## config.mk

```make
export PLATFORM = sky130hd
export DESIGN_NAME = nbr_cnt_gen
export DESIGN_NICKNAME = d
export VERILOG_FILES = /design/src/rtl/nbr_cnt_gen.sv
export SDC_FILE = /design/constraint.sdc
export NUM_CORES = 1
export LEC_CHECK = 0
export CAP_MARGIN = 15
export CORE_MARGIN = 8
export CORE_UTILIZATION = 54
export CTS_CLUSTER_DIAMETER = 120
export CTS_CLUSTER_SIZE = 10
export DETAILED_ROUTE_END_ITERATION = 7
export PLACE_DENSITY = 0.76
export SLEW_MARGIN = 15
export SYNTH_ARGS = -nofsm -noshare
export SYNTH_HDL_FRONTEND = slang
export SYNTH_SLANG_ARGS = --single-unit
export TNS_END_PERCENT = 50
```

## constraint.sdc

```tcl
create_clock -name clk -period 3.2 [get_ports clk]
set_input_delay 0.48 -clock clk [delete_from_list [all_inputs] [get_ports clk]]
set_output_delay 0.48 -clock clk [all_outputs]
set_load 0.05 [all_outputs]
```

## src/rtl/nbr_cnt_gen.sv

```systemverilog
// Neighbour-count generator: streams raster-ordered cells through a two-row history
// and emits each cell's live-neighbour count (0..8) with the cell's own state.
module nbr_cnt_gen #(
  parameter int GP_WIDTH  = 16,
  parameter int GP_HEIGHT = 16
) (
  input  logic       clk,
  input  logic       rst_n,
  input  logic       cell_in,
  input  logic       cell_ien,
  output logic       cell_rdy,
  output logic [3:0] cnt_out,
  output logic       cell_out,
  output logic       cnt_oen,
  output logic       out_last
);

  localparam int XW = $clog2(GP_WIDTH);
  localparam int YW = $clog2(GP_HEIGHT);
  localparam int HL = 2 * GP_WIDTH + 2;
  localparam logic [XW-1:0] X_LAST = XW'(GP_WIDTH - 1);
  localparam logic [YW-1:0] Y_LAST = YW'(GP_HEIGHT - 1);

  typedef enum logic [1:0] {IDLE, FILL, RUN, FLUSH} state_t;

  state_t        state;
  logic [HL-1:0] hist;     // hist[i] = cell accepted i+1 advances ago
  logic [XW-1:0] in_x, out_x;
  logic [YW-1:0] in_y, out_y;

  logic       accept, advance, emit, new_cell;
  logic       in_last, out_final;
  logic       at_l, at_r, at_t, at_b;
  logic [7:0] nb;

  // The window centre always trails the newest cell by GP_WIDTH+1 positions; during
  // flush, dead padding is shifted in so the same taps serve the last row.
  always_comb begin
    // NOTE: every always_comb output gets a value on every path, so no latch is inferred.
    accept    = cell_ien && cell_rdy;
    advance   = accept || (state == FLUSH);
    new_cell  = accept && cell_in;
    in_last   = (in_x == X_LAST) && (in_y == Y_LAST);
    out_final = (out_x == X_LAST) && (out_y == Y_LAST);
    emit      = (state == FLUSH) ||
                (accept && ((state == RUN) ||
                            ((state == FILL) && (in_y == YW'(1)) && (in_x == XW'(1)))));
    at_l = (out_x == '0);
    at_r = (out_x == X_LAST);
    at_t = (out_y == '0);
    at_b = (out_y == Y_LAST);
    nb[0] = hist[2*GP_WIDTH+1] && !at_l && !at_t;
    nb[1] = hist[2*GP_WIDTH]   && !at_t;
    nb[2] = hist[2*GP_WIDTH-1] && !at_r && !at_t;
    nb[3] = hist[GP_WIDTH+1]   && !at_l;
    nb[4] = hist[GP_WIDTH-1]   && !at_r;
    nb[5] = hist[1]            && !at_l && !at_b;
    nb[6] = hist[0]            && !at_b;
    nb[7] = new_cell           && !at_r && !at_b;
  end

  // NOTE: sequential state uses non-blocking assignments; later assignments in the
  // block override earlier ones, which the counter-clear cases below rely on.
  always_ff @(posedge clk or negedge rst_n) begin
    if (!rst_n) begin
      state    <= IDLE;
      hist     <= '0;
      in_x     <= '0;
      in_y     <= '0;
      out_x    <= '0;
      out_y    <= '0;
      cell_rdy <= 1'b1;
      cnt_out  <= '0;
      cell_out <= 1'b0;
      cnt_oen  <= 1'b0;
      out_last <= 1'b0;
    end else begin
      if (advance) hist <= {hist[HL-2:0], new_cell};

      cnt_oen  <= emit;
      out_last <= emit && out_final;
      if (emit) begin
        cnt_out  <= 4'($countones(nb));
        cell_out <= hist[GP_WIDTH];
        if (out_x == X_LAST) begin
          out_x <= '0;
          out_y <= out_y + YW'(1);
        end else begin
          out_x <= out_x + XW'(1);
        end
      end

      if (accept) begin
        if (in_x == X_LAST) begin
          in_x <= '0;
          in_y <= in_y + YW'(1);
        end else begin
          in_x <= in_x + XW'(1);
        end
      end

      case (state)
        IDLE:  if (accept) state <= FILL;
        FILL:  if (accept && (in_y == YW'(1)) && (in_x == XW'(1))) state <= RUN;
        RUN: begin
          if (accept && in_last) begin
            state    <= FLUSH;
            cell_rdy <= 1'b0;
            in_x     <= '0;
            in_y     <= '0;
          end
        end
        FLUSH: begin
          if (out_final) begin
            state    <= IDLE;
            cell_rdy <= 1'b1;
            out_x    <= '0;
            out_y    <= '0;
          end
        end
        default: state <= IDLE;
      endcase
    end
  end

endmodule

```

==> out/qor.yml <==
worst_setup_path:
  timing.critical_path.from_type: "flip-flop"
  setup.worst_path.end_class: "flip-flop"
  critPathMaxStageDelay_ns: 0.51
  critical_path.max_fanout: 3
  crit_chain: "inv_1 > ha_4 > nand2_4 > nand2_2 > fa_1 > fa_1 > inv_2 > fa_1 > ha_2 > inv_2 > fa_2 > xor2_2 > o21ai_1"
  critical_path.slowest_cell: "fa_1"
  criticalPathCategory: "reg -> reg"
  timing.critical_path.arrival_ns: 3.44
  reg2reg_depth: 13
  required_ns: 3.45
  crit_top_cell: "fa_1"
grt:
  antenna_found_initial: 0
  grt.overflow.total: 0
  grt_pass1_wl_mm: 9.38
  grt_pass1_vias: 2066
  grt_max_degree: 49
  grtUsageTotal_pct: 15.4
sta:
  rsz_0062_raised_after_global_routing: "true"
  final.setup_skew_ns: 0.00690
  final.min_clock_period_ns: 3.20
  final_hold_viols: 0
  finalCritPeriodShare_pct: 99.9
  timing.slew.headroom_pct: 52.4
  final_max_slew_viol_count: 0
  final_critical_path_setup_slack_ns: 0.00478
  report.final.setup_viol: 0
  tightestPinTransition_ns: 0.710
  timing.fmax_ghz: 0.313
logic_synthesis:
  yosysWarningCount: 0
  netlist_area_mm2: 0.00288
  postSynthRegisterBits: 60
  synth_sequential_area_ratio_pct: 52.1
  synthesis.instances: 307
  synth.distinct_cells: 38
  net_count_of_the_mapped_netlist: 330
  synth.avg_cell_area_um2: 9.39
floorplanning:
  initial_utilization_pct: 56.1
  fp.dieW_um: 89.1
  full_die_area_mm2: 0.00793
  ios: 12
  die-height_um: 89.1
  placement_rows: 26
  core_area_mm2: 0.00514
placed_design:
  place.gp.congestion: 0.786
  numPlacedInstances: 388
  io_buffer_count: 11
  place.detailed.hpwl_mm: 3.58
  detailedPlace.worstSlack_ns: -0.0656
finish:
  final_net_count: 355
  n_antenna_cell: 0
  filler_cell_count: 429
  fin_cells: 407
  final_util_pct: 66.6
  proportion_of_layout_cells_with_a_drive_suffix_above_1_pct: 16.6
  area.growth.synth_to_final_pct: 18.8
flow_run:
  max-cap-violations: 0
clocking:
  cts-buffers-inserted: 9
  worstSkewPairLatency_ns: 0.33
  path_clk_slew_ns: 0.07
  numClockSinks: 60
  cts_htree_levels: 3
  cts_tree: "yes"
  cts_max_path_buffers: 2
  clock_tree.root_cell: "clkbuf_8"
route:
  avgViaCountPerCell: 5.17
  route.antenna.remaining_nets: 0
  drtIter0Drc: 147
  drtPass1Iterations: 4
  vias_post_dr: 2105
  route.detailed.drc: 0
  route.final.wire_length_mm: 5.54
  route.detailed.wl_per_inst_um: 13.6
run_status:
  status: "complete, no violations"
power:
  worst_case_vdd_ir_drop_mv: 0.658
  static-leakage-power_nw: 1.74
  power-per-cell-area_mw_per_mm2: 938
worst_hold_path:
  min_path_type: "in -> async"
## metal layers
metal	part of all wire, %	track usage (%)	wire length, um	vias up
met5	0	0	0	-
met4	1.2	7.25	65	0
met3	2.9	2.76	161	6
met2	46	23.9	2570	26
met1	49	20.4	2740	1023
li1	-	-	-	1050
## where the power goes
group | switching [mW] | internal [mW]
logic | 0.711 | 0.510
clock network | 0.289 | 0.459
registers | 0.207 | 1.03
total | 1.21 | 2.00
## kinds of logic (layout without fill, tap and decap cells)
logic type                 Yosys count  after routing  share of synthesized area (%)
AOI/OAI and AO/OA                   34             34                           7.56
xor gates and xnor gates             8              8                           2.43
adders and majority gates           19             19                           9.29
buffers and inverters               26             56                           3.47
DFF                                 60             60                           52.1
muxes                                6              6                           2.30
and+or+nand+nor                    154            154                           22.8
## synth_stat cells, drive strengths merged
master	n	area (um^2)
nand4	4	25.0
a32o	1	10.0
and3	4	25.0
a222oi	1	10.0
nand3	11	55.1
and4	2	18.8
mux2	5	56.3
a31oi	1	6.26
a22o	2	18.8
a21o	2	15.0
and2	3	18.8
mux2i	1	10.0
o31ai	1	7.51
nand4b	1	8.76
o21ai	15	75.1
nor2	11	41.3
inv	15	56.3
nor3	1	5.00
dfstp	1	26.3
fa	4	80.1
clkbuf	7	26.3
nand2b	1	6.26
dfrtp	59	1480
nand2	115	432
ha	15	188
a21oi	6	30.0
a211o	1	10.0
a211oi	2	15.0
xor2	1	8.76
buf	4	17.5
o311ai	1	8.76
nor4	1	21.3
o32a	1	11.3
xnor2	7	61.3
## per-stage QoR
step,total power [mW],hold slack [ns],TNS [ns],instance area (um^2)
global route,3.47,0.198,-0.182,3420
finish,3.21,0.152,0,3420
CTS,3.19,0.383,-0.0111,3400
floorplan,2.04,0.184,0,2890
global placement,2.33,0.449,0,3120
detailed placement,2.38,0.456,-0.121,3120
## flip-flops by register name (all words and copies together) (netlist names)
signal and cells:
cell_out 1, in_y 4, out_last 1, cnt_out 4, cnt_oen 1, out_y 4, out_x 4, state 2
hist 34, in_x 4, cell_rdy 1
## worst max-delay path, delay by kind of cell (launching register included)
kind / cells / cell delay [ns]
fa+ha+maj: 6 / 2.19
flops: 1 / 0.35
buf+inv: 3 / 0.15
xor+xnor: 1 / 0.15
compound gates: 1 / 0.14
simple gates: 2 / 0.12
## final cells by class
class	instances	area, um^2	share of cell area (%)
Clock buffer	12	145	4.24
Multi-Input combinational cell	221	1350	39.3
Sequential cell	60	1500	43.9
Tap cell	70	87.6	2.56
Inverter	15	56.3	1.64
Timing Repair Buffer	25	213	6.21
Clock inverter	4	72.6	2.12
## what timing repair did
item | CTS | global route
gates resized for setup | 15 | 5
pin swaps | 6 | 5
setup endpoints to repair | 2 | 2
setup buffers | 3 | 0
hold buffers | 0 | 0
## cells in the final DEF, fill, tap and decap left out, types with 2 or more instances in the layout
master           count
clkbuf_8            10
nand3_1             10
nand2_4              2
ha_1                12
xnor2_1              7
ha_4                 2
inv_1               10
nor2_1              10
clkbuf_1             2
inv_2                5
nand2_1            111
buf_4               15
and2_1               3
clkdlybuf4s50_1     10
a21oi_1              5
bufinv_16            2
o21ai_0             13
nand4_1              4
nand2_2              2
and3_1               4
dfrtp_1             59
o21ai_1              2
fa_1                 3
a211oi_1             2
mux2_2               4
a21o_1               2
## path summary, 6_finish.rpt
check / endpoint / from / slack (ns)
min: cnt_out[2] / rst_n / 0.15
min reg2reg: hist[21] / hist[21] / 0.47
max reg2reg: cnt_out[2] / out_x[1] / 0.005
max in group asynchronous: out_x[3] / rst_n / 2.48
max: cnt_out[2] / out_x[1] / 0.005
min in group clk: hist[21] / hist[21] / 0.47
(Power assumes the default switching activity.)
